<file path="config.mk">
export PLATFORM = sky130hd
export DESIGN_NAME = operand_fetch
export DESIGN_NICKNAME = d
export VERILOG_FILES = /design/src/rtl/riscv_pkg.sv /design/src/rtl/operand_bypass.sv /design/src/rtl/operand_fetch.sv
export SDC_FILE = /design/constraint.sdc
export NUM_CORES = 1
export LEC_CHECK = 0
export BUFFER_PORTS_ARGS = -buffer_cell sky130_fd_sc_hd__buf_2
export CAP_MARGIN = 5
export CORE_MARGIN = 2
export CORE_UTILIZATION = 56
export DETAILED_ROUTE_END_ITERATION = 10
export HOLD_SLACK_MARGIN = 0.05
export PLACE_DENSITY = 0.86
export SLEW_MARGIN = 20
export SYNTH_ARGS = -nofsm -noshare
export SYNTH_HDL_FRONTEND = slang
export SYNTH_SLANG_ARGS = --single-unit
</file>
<file path="constraint.sdc">
create_clock -name clk -period 15.3 [get_ports clk]
set_input_delay 0.765 -clock clk [delete_from_list [all_inputs] [get_ports clk]]
set_output_delay 0.765 -clock clk [all_outputs]
set_load 0.005 [all_outputs]
</file>
<file path="src/rtl/riscv_pkg.sv">
// Shared core constants and types for the issue path.
package riscv_pkg;

    localparam int unsigned XLEN  = 32;
    localparam int unsigned REG_W = 5;

    typedef logic [REG_W-1:0] rf_idx_t;
    typedef logic [XLEN-1:0]  xlen_t;

    localparam rf_idx_t REG_ZERO = '0;

endpackage

</file>
<file path="src/rtl/operand_bypass.sv">
// Per-operand resolve and writeback-forward logic for the operand fetch stage.
module operand_bypass #(
    parameter int unsigned XLEN  = 32,
    parameter int unsigned REG_W = 5
) (
    input  logic [REG_W-1:0] rs,
    input  logic [XLEN-1:0]  rf_val,
    input  logic             fwd_flag,
    input  logic [XLEN-1:0]  fwd_data,
    input  logic [REG_W-1:0] rd_idx,
    input  logic             wb_en,
    input  logic [REG_W-1:0] wb_idx,
    input  logic [XLEN-1:0]  wb_data,
    output logic [XLEN-1:0]  value,
    output logic [XLEN-1:0]  value_wb,
    output logic             nxt_flag,
    output logic [XLEN-1:0]  nxt_data
);
    import riscv_pkg::*;

    logic rs_zero;
    logic rs_hit;

    always_comb begin
        rs_zero  = (rs == REG_W'(REG_ZERO));
        rs_hit   = wb_en && (wb_idx == rs) && !rs_zero;
        value    = rs_zero ? '0 : (fwd_flag ? fwd_data : rf_val);
        value_wb = rs_hit ? wb_data : value;
        // The regfile returns pre-write data when it is written on the read edge.
        nxt_flag = wb_en && (wb_idx == rd_idx) && (rd_idx != REG_W'(REG_ZERO));
        nxt_data = wb_data;
    end

endmodule

</file>
<file path="src/rtl/operand_fetch.sv">
// Issue stage: read-in-flight slot P1 plus output slot, with writeback forwarding.
module operand_fetch #(
    parameter int unsigned XLEN  = 32,
    parameter int unsigned REG_W = 5
) (
    input  logic             clk,
    input  logic             reset,
    input  logic             in_valid,
    output logic             in_ready,
    input  logic [XLEN-1:0]  in_pc,
    input  logic [XLEN-1:0]  in_instr,
    input  logic [REG_W-1:0] in_rs1,
    input  logic [REG_W-1:0] in_rs2,
    output logic [REG_W-1:0] rf_read_a,
    output logic [REG_W-1:0] rf_read_b,
    input  logic [XLEN-1:0]  rf_a,
    input  logic [XLEN-1:0]  rf_b,
    input  logic             wb_en,
    input  logic [REG_W-1:0] wb_idx,
    input  logic [XLEN-1:0]  wb_data,
    output logic             out_valid,
    input  logic             out_ready,
    output logic [XLEN-1:0]  out_pc,
    output logic [XLEN-1:0]  out_instr,
    output logic [XLEN-1:0]  out_rs1_val,
    output logic [XLEN-1:0]  out_rs2_val
);
    import riscv_pkg::*;

    logic             p1_valid;
    logic [XLEN-1:0]  p1_pc;
    logic [XLEN-1:0]  p1_instr;
    logic [REG_W-1:0] p1_rs1;
    logic [REG_W-1:0] p1_rs2;
    logic             p1_fa;
    logic             p1_fb;
    logic [XLEN-1:0]  p1_fa_data;
    logic [XLEN-1:0]  p1_fb_data;

    logic [REG_W-1:0] out_rs1;
    logic [REG_W-1:0] out_rs2;

    logic             adv;
    logic             stall;
    logic             accept;
    logic             hold_hit_a;
    logic             hold_hit_b;

    logic [XLEN-1:0]  a_value;
    logic [XLEN-1:0]  a_value_wb;
    logic             a_nxt_flag;
    logic [XLEN-1:0]  a_nxt_data;
    logic [XLEN-1:0]  b_value;
    logic [XLEN-1:0]  b_value_wb;
    logic             b_nxt_flag;
    logic [XLEN-1:0]  b_nxt_data;

    always_comb begin
        adv        = p1_valid && (!out_valid || out_ready);
        stall      = p1_valid && !adv;
        in_ready   = !stall;
        accept     = in_valid && in_ready;
        rf_read_a  = stall ? p1_rs1 : in_rs1;
        rf_read_b  = stall ? p1_rs2 : in_rs2;
        hold_hit_a = wb_en && (wb_idx == out_rs1) && (out_rs1 != REG_W'(REG_ZERO));
        hold_hit_b = wb_en && (wb_idx == out_rs2) && (out_rs2 != REG_W'(REG_ZERO));
    end

    operand_bypass #(.XLEN(XLEN), .REG_W(REG_W)) u_byp_a (
        .rs       (p1_rs1),
        .rf_val   (rf_a),
        .fwd_flag (p1_fa),
        .fwd_data (p1_fa_data),
        .rd_idx   (rf_read_a),
        .wb_en    (wb_en),
        .wb_idx   (wb_idx),
        .wb_data  (wb_data),
        .value    (a_value),
        .value_wb (a_value_wb),
        .nxt_flag (a_nxt_flag),
        .nxt_data (a_nxt_data)
    );

    operand_bypass #(.XLEN(XLEN), .REG_W(REG_W)) u_byp_b (
        .rs       (p1_rs2),
        .rf_val   (rf_b),
        .fwd_flag (p1_fb),
        .fwd_data (p1_fb_data),
        .rd_idx   (rf_read_b),
        .wb_en    (wb_en),
        .wb_idx   (wb_idx),
        .wb_data  (wb_data),
        .value    (b_value),
        .value_wb (b_value_wb),
        .nxt_flag (b_nxt_flag),
        .nxt_data (b_nxt_data)
    );

    // Forward flags track whichever index is presented to the regfile this edge.
    always_ff @(posedge clk or posedge reset) begin
        if (reset) begin
            p1_valid   <= 1'b0;
            p1_pc      <= '0;
            p1_instr   <= '0;
            p1_rs1     <= '0;
            p1_rs2     <= '0;
            p1_fa      <= 1'b0;
            p1_fb      <= 1'b0;
            p1_fa_data <= '0;
            p1_fb_data <= '0;
        end else begin
            p1_fa      <= a_nxt_flag;
            p1_fb      <= b_nxt_flag;
            p1_fa_data <= a_nxt_data;
            p1_fb_data <= b_nxt_data;
            if (accept) begin
                p1_valid <= 1'b1;
                p1_pc    <= in_pc;
                p1_instr <= in_instr;
                p1_rs1   <= in_rs1;
                p1_rs2   <= in_rs2;
            end else if (adv) begin
                p1_valid <= 1'b0;
            end
        end
    end

    always_ff @(posedge clk or posedge reset) begin
        if (reset) begin
            out_valid   <= 1'b0;
            out_pc      <= '0;
            out_instr   <= '0;
            out_rs1     <= '0;
            out_rs2     <= '0;
            out_rs1_val <= '0;
            out_rs2_val <= '0;
        end else if (adv) begin
            out_valid   <= 1'b1;
            out_pc      <= p1_pc;
            out_instr   <= p1_instr;
            out_rs1     <= p1_rs1;
            out_rs2     <= p1_rs2;
            out_rs1_val <= a_value_wb;
            out_rs2_val <= b_value_wb;
        end else if (out_ready) begin
            out_valid <= 1'b0;
        end else if (out_valid) begin
            if (hold_hit_a) out_rs1_val <= wb_data;
            if (hold_hit_b) out_rs2_val <= wb_data;
        end
    end

endmodule

</file>
==> impl_metrics.yaml <==
status:
  status: "completed"
cts:
  cts_resized: 0
  numCtsBuffers: 26
  clk_latency_ps: 510
  cts.sinks: 248
  htreeDepth: 1
  cts_setup_buffers: 0
  hold_buffers: 0
  clk_path_buf_depth: 3
  cts.reportedPaths.clkPinSlew_ps: 60
  clockRootBuffer: "clkbuf_16"
  cts_tree: "built"
timing:
  clock_skew_ps: 11.0
  finalCritPeriodShare_pct: 20.0
  setup_tns_ps: 0
  slew_viol_final: 0
  hold_viol: 0
  fin_hold_ws_ps: 384
  worst_slack_ps: 12240
  rsz0062_at_grt: "no"
  setup_viol: 0
  fmax_mhz: 327
  worstMarginPinSlew_ps: 1050
  period_minus_slack_ps: 3060
  relSlewSlack_pct: 30.0
detailed_routing:
  vias_per_cell: 5.62
  wl_per_cell_um: 18.7
  route.vias.total: 8260
  drtAntennaViolNets: 0
  detail_route.first_pass.iterations: 5
  drc: 0
  totalWireLength_mm: 27.5
  first_iter_violations: 390
layout:
  final_common_cell: "buf_2"
  fin_nets: 1395
  layout_common_cells: "319 x buf_2, 248 x dfrtp_1, 195 x nand2_1"
  fin_util_pct: 71.0
  final_layout_size_suffix_gt1_share_pct: 43.6
  final_area_um2: 13200
  fin_cells: 1471
  area_growth_pct: 25.1
die:
  dieArea_um2: 20000
  start_util_pct: 56.8
  die_w_um: 141
  die-height_um: 141
  core_area_um2: 18600
  io_pins: 320
  rows: 50
synth:
  synthesis.area_um2: 10600
  yosysWarnings: 0
  synth_seq_area_share_pct: 58.6
  synth_seq_cells: 248
  ys_types: 38
  synth_cells: 920
  syn_nets: 1100
  postSynthAreaPerCell_um2: 11.5
setup_path:
  max_stage_delay_ps: 580
  crit_arrival_ps: 2290
  reg2reg_setup_slack_ps: 12610
  start_kind: "flip-flop"
  critical_path_buf_inv_count: 2
  path_max_fanout: 13
  cp_cell_sequence: "nand3b_1 > mux2i_1 > inv_1 > buf_2"
  cp_top_family: "simple AND/OR/NAND/NOR gates"
  slowest_stage: "nand3b_1"
  critPathRequiredTime_ps: 14530
  timing.rr.start: "p1_valid$_DFFE_PP0P_"
  end_kind: "output port"
  path_class: "reg -> out"
  crit_path_start: "p1_valid$_DFFE_PP0P_"
flow_run:
  drv_cap: 0
place:
  place_area_um2: 12300
  gp_congestion: 0.864
  place_hpwl_mm: 18.0
  dpl.cell_count: 1421
  pre_cts_ws_ps: 12190
  io_buffers: 319
global_route:
  grt_pass1_wl_mm: 43.3
  grt_antenna_before_repair: 5
  grt_usage_pct: 27.1
  grt_overflow: 0
  grt_pass1_vias: 8533
  grt_max_degree: 121
power_and_ir_drop:
  powerDensity_nw_per_um2: 140
  combPwrFrac_pct: 19.2
  pwr-share-clk_pct: 35.5
  ir_worst_vdd_v: 0.000118
  switching_share_pct: 27.6
  leakagePower_nw: 6.51
  finalPower_mw: 1.85
  pwr-share-seq_pct: 45.3
  internal_power_mw: 1.34
  p_sw_mw: 0.510
worst_hold_path:
  hold_path.class: "in -> reg"
  min_from: "wb_data[21]"
==> sequential cells by signal, summed over array words and instances, names as in the netlist <==
signal,count
p1_rs1,5
p1_pc,32
out_rs1_val,32
out_rs2,5
p1_instr,32
out_instr,32
p1_fb,1
out_rs1,5
out_pc,32
p1_fa,1
p1_rs2,5
out_valid,1
out_rs2_val,32
p1_valid,1
p1_fb_data,32
==> power by group through the flow <==
| stage | Combinational (mW) | Sequential, mW | Clock [mW] |
|---|---|---|---|
| 2_1_floorplan | 0.191 | 0.842 | 0 |
| 3_3_place_gp | 0.340 | 0.839 | 0 |
| 3_5_place_dp | 0.355 | 0.843 | 0 |
| 4_1_cts | 0.358 | 0.835 | 0.669 |
| 5_1_grt | 0.392 | 0.850 | 0.701 |
| 6_report | 0.355 | 0.837 | 0.656 |
==> area by class of cell <==
cell class | count | area [um2]
multi-input cells | 577 | 4030
clock inverters | 12 | 144
clock buffers | 36 | 769
repair buffers | 328 | 1660
well taps | 234 | 293
inverters | 34 | 135
flip-flops and latches | 248 | 6210
diodes | 2 | 5.00
fillers | 1277 | 5400
==> final timing paths <==
| path | to | cells after the start |
|---|---|---|
| max reg2reg | p1_fa$_DFF_PP0_ | 5 |
| max in group asynchronous | p1_fb_data[17]$_DFF_PP0_ | 3 |
| min reg2reg | out_instr[3]$_DFFE_PP0N_ | 2 |
| min in group asynchronous | p1_pc[23]$_DFFE_PP0P_ | 2 |
| min | p1_fb_data[21]$_DFF_PP0_ | 1 |
| max | rf_read_b[4] | 4 |
==> synthesized netlist by cell type <==
master | count | area share [%]
a21oi_1 | 66 | 3.1
nor4_1 | 3 | 0.18
or3_1 | 1 | 0.059
a2111oi_0 | 1 | 0.083
and2_1 | 2 | 0.12
o41ai_4 | 1 | 0.26
a21oi_2 | 1 | 0.083
xor2_1 | 14 | 1.2
or2_0 | 2 | 0.12
buf_1 | 5 | 0.18
o21ai_1 | 1 | 0.047
a41o_2 | 1 | 0.11
nand3_1 | 1 | 0.047
nor3_1 | 1 | 0.047
mux2_1 | 3 | 0.32
o31ai_1 | 1 | 0.071
dfrtp_1 | 248 | 59
o211a_2 | 1 | 0.095
nor2_1 | 34 | 1.2
nand4_1 | 1 | 0.059
buf_6 | 3 | 0.32
and3_1 | 2 | 0.12
a41oi_2 | 1 | 0.15
or2_1 | 1 | 0.059
mux2_2 | 154 | 16
o211ai_1 | 1 | 0.071
xnor2_1 | 12 | 0.99
a22oi_1 | 32 | 2.3
nand2_1 | 197 | 7.0
nand2b_1 | 3 | 0.18
clkbuf_1 | 31 | 1.1
nand3b_1 | 2 | 0.14
a221oi_1 | 32 | 2.6
mux2i_1 | 1 | 0.095
inv_1 | 34 | 1.2
or4_1 | 3 | 0.21
buf_2 | 22 | 1.0
a31oi_1 | 1 | 0.059
==> logic make-up (layout without fill, tap and decap cells) <==
group	after synthesis	after routing	synth area share [%]
and+or+nand+nor	253	253	9.53
DFF	248	248	58.6
muxes	158	158	16.8
AOI/OAI and AO/OA	140	140	9.07
buffers and inverters	95	410	3.84
xor gates and xnor gates	26	26	2.15
other	0	2	0
==> metal layers <==
layer	share of wire (%)	track usage, %
met5	0.15	0
met4	2.6	8.84
met3	11	9.28
met2	49	45.5
met1	38	33.2
(Power assumes the default switching activity.)
